**src/rtl/core_pkg.sv**
```systemverilog
// core_pkg: shared core-wide widths, reset constants and fetch data types.
//   XLEN / INSTR_W    : architectural register and instruction widths
//   DEFAULT_RESET_PC  : first fetch address after reset
//   fetch_word_t      : one fetched instruction together with its address
//   word_align        : clears the byte-offset bits of a byte address
// The instruction memory is word addressed: a byte address maps to
// word address addr[IMEM_AW+1:2] for an IMEM_AW-bit word address.
package core_pkg;

    localparam int XLEN    = 32;
    localparam int INSTR_W = 32;

    localparam logic [XLEN-1:0] DEFAULT_RESET_PC = 32'h0000_0000;

    typedef struct packed {
        logic [INSTR_W-1:0] instr;
        logic [XLEN-1:0]    pc;
    } fetch_word_t;

    function automatic logic [XLEN-1:0] word_align(input logic [XLEN-1:0] a);
        return {a[XLEN-1:2], 2'b00};
    endfunction

endpackage

```
**src/rtl/fetch_unit_if.sv**
```systemverilog
// fetch_unit_if: instruction-memory read port plus the fetch-to-decode handshake.
//   imem_en / imem_addr / imem_rdata : synchronous memory, 1-cycle read latency
//   valid / ready                    : fetch-to-decode handshake
//   instr / pc / pcplus4             : fetched word, its address, address + 4
// master = fetch side, slave = memory/decode side.
interface fetch_unit_if
    import core_pkg::*;
#(
    parameter int IMEM_AW = 14
) ();

    logic               imem_en;
    logic [IMEM_AW-1:0] imem_addr;
    logic [INSTR_W-1:0] imem_rdata;
    logic               valid;
    logic               ready;
    logic [INSTR_W-1:0] instr;
    logic [XLEN-1:0]    pc;
    logic [XLEN-1:0]    pcplus4;

    modport master (
        output imem_en, imem_addr, valid, instr, pc, pcplus4,
        input  imem_rdata, ready
    );

    modport slave (
        input  imem_en, imem_addr, valid, instr, pc, pcplus4,
        output imem_rdata, ready
    );

endinterface

```
**src/rtl/fetch_unit_hold.sv**
```systemverilog
// fetch_unit_hold: one-entry hold register keeping a fetched word while decode stalls.
//   clk, rstn : clock, synchronous active-low reset
//   i_load    : capture i_word and mark the entry valid
//   i_clear   : invalidate the entry (wins over i_load)
//   i_word    : word to capture
//   o_valid   : entry holds a word
//   o_word    : held word
module fetch_unit_hold
    import core_pkg::*;
(
    input  logic        clk,
    input  logic        rstn,
    input  logic        i_load,
    input  logic        i_clear,
    input  fetch_word_t i_word,
    output logic        o_valid,
    output fetch_word_t o_word
);

    always_ff @(posedge clk) begin
        if (!rstn) begin
            o_valid <= 1'b0;
            o_word  <= '0;
        end else if (i_clear) begin
            o_valid <= 1'b0;
        end else if (i_load) begin
            o_valid <= 1'b1;
            o_word  <= i_word;
        end
    end

endmodule

```
**src/rtl/fetch_unit.sv**
```systemverilog
// fetch_unit: instruction-fetch stage owning the PC, the memory read issue and the decode handshake.
//   clk, rstn     : clock, synchronous active-low reset
//   i_redirect    : restart fetch at i_redirect_pc, overriding everything else
//   i_redirect_pc : redirect target byte address (low two bits ignored)
//   bus           : memory read port and decode handshake (master side)
module fetch_unit
    import core_pkg::*;
#(
    parameter logic [XLEN-1:0] RESET_PC = DEFAULT_RESET_PC,
    parameter int              IMEM_AW  = 14
) (
    input  logic            clk,
    input  logic            rstn,
    input  logic            i_redirect,
    input  logic [XLEN-1:0] i_redirect_pc,
    fetch_unit_if.master    bus
);

    logic [XLEN-1:0] r_pc;
    logic            r_req_v;
    logic [XLEN-1:0] r_req_pc;
    logic            w_hold_v;
    fetch_word_t     w_hold_word;
    fetch_word_t     w_mem_word;
    logic            w_valid;
    logic            w_mem_v;
    logic            w_issue;
    logic            w_load;
    logic            w_clear;
    logic [XLEN-1:0] w_issue_pc;

    // A redirect squashes whatever would be presented this cycle.
    assign w_valid    = rstn & ~i_redirect & (w_hold_v | r_req_v);
    assign w_mem_v    = r_req_v & ~w_hold_v;
    assign w_issue    = i_redirect | bus.ready | ~w_valid;
    assign w_issue_pc = i_redirect ? word_align(i_redirect_pc) : r_pc;
    // Capture only a live memory word that decode refused; that cycle issues nothing.
    assign w_load     = w_mem_v & ~bus.ready & ~i_redirect;
    assign w_clear    = i_redirect | (w_hold_v & bus.ready);
    assign w_mem_word = '{instr: bus.imem_rdata, pc: r_req_pc};

    assign bus.imem_en   = w_issue & rstn;
    assign bus.imem_addr = w_issue_pc[IMEM_AW+1:2];
    assign bus.valid     = w_valid;
    assign bus.instr     = w_hold_v ? w_hold_word.instr : r_req_v ? bus.imem_rdata : '0;
    assign bus.pc        = w_hold_v ? w_hold_word.pc : r_req_v ? r_req_pc : '0;
    assign bus.pcplus4   = bus.pc + 32'd4;

    always_ff @(posedge clk) begin
        if (!rstn) begin
            r_pc     <= RESET_PC;
            r_req_v  <= 1'b0;
            r_req_pc <= '0;
        end else begin
            r_req_v <= w_issue;
            if (w_issue) begin
                r_pc     <= w_issue_pc + 32'd4;
                r_req_pc <= w_issue_pc;
            end
        end
    end

    fetch_unit_hold u_hold (
        .clk     (clk),
        .rstn    (rstn),
        .i_load  (w_load),
        .i_clear (w_clear),
        .i_word  (w_mem_word),
        .o_valid (w_hold_v),
        .o_word  (w_hold_word)
    );

endmodule

```
**src/flat_wrapper.sv**
```systemverilog
// flat-port wrapper written by rule: the top's interface ports become plain ports
module fetch_unit_flat import core_pkg::*;
#(
    parameter logic [XLEN-1:0] RESET_PC = DEFAULT_RESET_PC,
    parameter int              IMEM_AW  = 14
)
  (clk, rstn, i_redirect, i_redirect_pc, bus_imem_en, bus_imem_addr, bus_valid, bus_instr, bus_pc, bus_pcplus4, bus_imem_rdata, bus_ready);
  fetch_unit_if #(.IMEM_AW(IMEM_AW)) bus_i ();
  input  logic clk;
  input  logic rstn;
  input  logic i_redirect;
  input  logic [XLEN-1:0] i_redirect_pc;
  output wire logic [$bits(bus_i.imem_en)-1:0] bus_imem_en;
  output wire logic [$bits(bus_i.imem_addr)-1:0] bus_imem_addr;
  output wire logic [$bits(bus_i.valid)-1:0] bus_valid;
  output wire logic [$bits(bus_i.instr)-1:0] bus_instr;
  output wire logic [$bits(bus_i.pc)-1:0] bus_pc;
  output wire logic [$bits(bus_i.pcplus4)-1:0] bus_pcplus4;
  input wire logic [$bits(bus_i.imem_rdata)-1:0] bus_imem_rdata;
  input wire logic [$bits(bus_i.ready)-1:0] bus_ready;
  assign bus_imem_en = bus_i.imem_en;
  assign bus_imem_addr = bus_i.imem_addr;
  assign bus_valid = bus_i.valid;
  assign bus_instr = bus_i.instr;
  assign bus_pc = bus_i.pc;
  assign bus_pcplus4 = bus_i.pcplus4;
  assign bus_i.imem_rdata = bus_imem_rdata;
  assign bus_i.ready = bus_ready;
  fetch_unit #(.RESET_PC(RESET_PC), .IMEM_AW(IMEM_AW)) u_core (.clk(clk), .rstn(rstn), .i_redirect(i_redirect), .i_redirect_pc(i_redirect_pc), .bus(bus_i));
endmodule
```
**config.mk**
```make
export PLATFORM = sky130hd
export DESIGN_NAME = fetch_unit_flat
export DESIGN_NICKNAME = d
export VERILOG_FILES = /design/src/rtl/core_pkg.sv /design/src/rtl/fetch_unit_if.sv /design/src/rtl/fetch_unit_hold.sv /design/src/rtl/fetch_unit.sv /design/src/flat_wrapper.sv
export SDC_FILE = /design/constraint.sdc
export NUM_CORES = 1
export LEC_CHECK = 0
export ABC_AREA = 0
export ABC_CLOCK_PERIOD_IN_PS = 3600
export BUFFER_PORTS_ARGS = -buffer_cell sky130_fd_sc_hd__buf_2
export CORE_MARGIN = 5
export CORE_UTILIZATION = 25
export DETAILED_ROUTE_END_ITERATION = 8
export HOLD_SLACK_MARGIN = 0.05
export PLACE_DENSITY = 0.56
export REMOVE_ABC_BUFFERS = 1
export SLEW_MARGIN = 20
export SYNTH_ARGS = -nofsm -noshare
export SYNTH_HDL_FRONTEND = slang
export SYNTH_SLANG_ARGS = --single-unit
```
**constraint.sdc**
```tcl
create_clock -name clk -period 3.6 [get_ports clk]
set_input_delay 0.54 -clock clk [delete_from_list [all_inputs] [get_ports clk]]
set_output_delay 0.54 -clock clk [all_outputs]
set_load 0.005 [all_outputs]
```
==> results.toml <==
[run_status]
status = "finished, final reports clean"

[pwr]
power.density_nw_per_um2 = 411
p_int_mw = 2.63
pwr-share-clk = 0.455
power.leakage_nw = 3.71
p_switching_mw = 1.06
swShare = 0.287
p_total_mw = 3.69
comb_power_share = 0.136
seqPwrFrac = 0.409
irDropWorstVdd_mv = 0.314

[global_route]
grt_pass1_wl_um = 35600
grt_pass1_vias = 6538
grt_overflow = 0
grt_antenna_before_repair = 6
grt_max_degree = 114
grt_usage = 0.133

[yosys]
synthCells = 1022
synth_common_cells = "nand2_1 (308), dfxtp_1 (124), a21oi_1 (93)"
synth_ff_type = "dfxtp_1"
ys_warn_count = 0
synthDistinctLibCells = 57
postSynthAreaPerCell_um2 = 7.03
synth_top_area_frac = 0.346
ys_seq_area_frac = 0.346
synth_edf_count = 0
yosysTopAreaCell = "dfxtp_1"
synthTopCellsByArea = "dfxtp_1 (35%), nand2_1 (16%), a21oi_1 (6.5%)"
ys_async_sr_fraction = 0
syn-cell-area_um2 = 7180
synth_most_common_cell = "nand2_1"
ys_ff_latch = 124

[floorplanning]
coreArea_um2 = 28500
dieArea_um2 = 32200
rows = 62
io-pin-count = 180
start_util = 0.252
die_h_um = 180
die_w_um = 180

[finish]
fin_util = 0.314
regArea_um2 = 2490
layout.cells.non_filler = 1549
fillers = 3130
layout-drive-gt1-share = 0.222
multiInputGateArea_um2 = 4250
final_cell_area_um2 = 8960
area_growth_pct = 24.8
final_nets = 1222
antenna_cells = 0

[clocking]
clk_pin_slew_ps = 60
postCtsHoldBufs = 0
cts-buffers-inserted = 17
htree_levels = 4
clk-insertion-delay-late_ps = 420
tritoncts = "done"
clockBufferDepth = 2
clkSinkCount = 124
cts-root-buf = "clkbuf_16"

[critical_path]
critPathBufInv = 2
critPathKind = "reg2out"
r2r_setup_slack_ps = 1420
cpMaxStageDelayCell = "dfxtp_4"
worst-path-stages = 8
critical_path_required_ps = 3060
reg2reg_to = "u_core.r_pc[31]$_SDFFE_PN0N_"
path_cells = "buf_4, nand3b_1, a222oi_1, and3_2, nand3_2, nor4_2, xor2_1, buf_2"
arrival_ps = 2870
crit_family = "simple AND/OR/NAND/NOR gates"
timing.rr.start = "u_core.r_pc[13]$_SDFFE_PN0N_"
crit_fanout = 21
startpoint_type = "flip-flop"
reg2regPathDepth = 6
end_kind = "primary output"
slowest_delay_ps = 510

[worst_hold_path]
worst_hold_path.endpoint = "u_core.u_hold.o_word[49]$_SDFFE_PN0P_"
hold_path_class = "in2reg"
hp-start = "bus_imem_rdata[17]"
hold_depth = 3

[placement]
post_dp_cell_area_um2 = 8330
place.gp.congestion = 0.825
dp_cells = 1514
portBuffers = 173
dp_hpwl_um = 15700

[sta]
fin_crit_ps = 3410
hold_violations = 0
fmax_mhz = 293
grt_setup_unrepaired = "false"
tightest_slew_ps = 715
finalCritPeriodShare = 0.947
drv_slew = 0
slew_headroom = 0.523
finalSetupViolCount = 0
timing.hold.ws_ps = 374
fin_worst_skew_ps = 12.8

[drt]
num_vias = 7241
drt-vias-per-instance = 4.67
dr.first_iter.drc_count = 398
dr.pass1.iters = 5
drc = 0
wl_per_cell_um = 14.6
drtAntennaViolNets = 0
drt_wl_total_um = 22600

[flow_run]
maxCapViolCount = 0
## worst max path at each step
| stage | start | end | slack (ps) |
|---|---|---|---|
| after floorplan | u_core.u_hold.o_valid$_SDFFE_PP0P_ | bus_imem_en | -1860 |
| after global placement | u_core.u_hold.o_valid$_SDFFE_PP0P_ | bus_pcplus4[31] | 310 |
| after detailed placement | u_core.u_hold.o_valid$_SDFFE_PP0P_ | bus_pcplus4[31] | 290 |
| after CTS | u_core.u_hold.o_valid$_SDFFE_PP0P_ | bus_pcplus4[24] | 50 |
| after global routing | u_core.r_req_v$_SDFF_PN0_ | bus_pcplus4[31] | 6 |
| final | u_core.r_req_v$_SDFF_PN0_ | bus_pcplus4[31] | 190 |
## area by class of cell
cell class              instances  area share
multi-input cells             799       0.474
flip-flops and latches        124       0.278
repair buffers                195       0.124
well taps                     384      0.0536
clock buffers                  18      0.0490
clock inverters                14      0.0148
inverters                      15     0.00642
## sequential cells by signal, indices dropped and copies added, names as in the netlist
register and flops:
u_core.u_hold.o_word 62, u_core.r_pc 30, u_core.r_req_pc 30, u_core.r_req_v 1, u_core.u_hold.o_valid 1
## worst reg2reg max path: cells and delay by family (launching register included)
family	cells	cell delay, ps
multiplexers	1	150
flip-flops	1	350
AO/OA/AOI/OAI	2	520
AND/OR/NAND/NOR	3	1030
## cell usage in the layout, fill, tap and decap left out, types with 16 or more instances in the layout
master     count
a21oi_1       93
nor2_1        66
dfxtp_1      122
o21ai_0       66
nand3b_1      16
xnor2_1       28
buf_2        173
nand3_1       40
nand2_1      308
xor2_1        16
a211oi_1      20
buf_4         16
clkbuf_16     17
nor3_1        17
## logic make-up after synthesis
| logic type | after synthesis | synth area share |
|---|---|---|
| compound gates | 218 | 0.171 |
| xor+xnor | 44 | 0.0536 |
| fa+ha+maj | 2 | 0.00348 |
| buf+inv | 102 | 0.0685 |
| flops | 124 | 0.346 |
| mux | 26 | 0.0383 |
| other cells | 1 | 0.000522 |
| simple gates | 505 | 0.319 |
## layer usage
metal | wire (um) | up-vias | GRT usage
met2 | 10900 | 151 | 0.223
li1 | - | 3704 | -
met4 | 276 | 12 | 0.0354
met1 | 10000 | 3347 | 0.167
met3 | 1260 | 27 | 0.0390
met5 | 65 | - | 0
## power by group through the flow
stage | logic (mW) | registers [mW] | clock network, mW
after detailed placement | 0.499 | 1.54 | 0
after global placement | 0.493 | 1.54 | 0
after floorplan | 0.263 | 1.53 | 0
after global routing | 0.558 | 1.52 | 1.80
after CTS | 0.505 | 1.51 | 1.74
final | 0.500 | 1.51 | 1.68
## metrics by stage
stage	worst slack (ps)	setup TNS, ps
4_1_cts	53.7	0
6_report	190	0
5_1_grt	6.34	0
3_3_place_gp	313	0
3_5_place_dp	290	0
2_1_floorplan	-1860	-164120
## timing repair
action                     CTS  global route
setup buffers                2             1
gates resized for setup      1             4
pin swaps                    1             1
setup endpoints to repair    8             7
(Power assumes the default switching activity.)
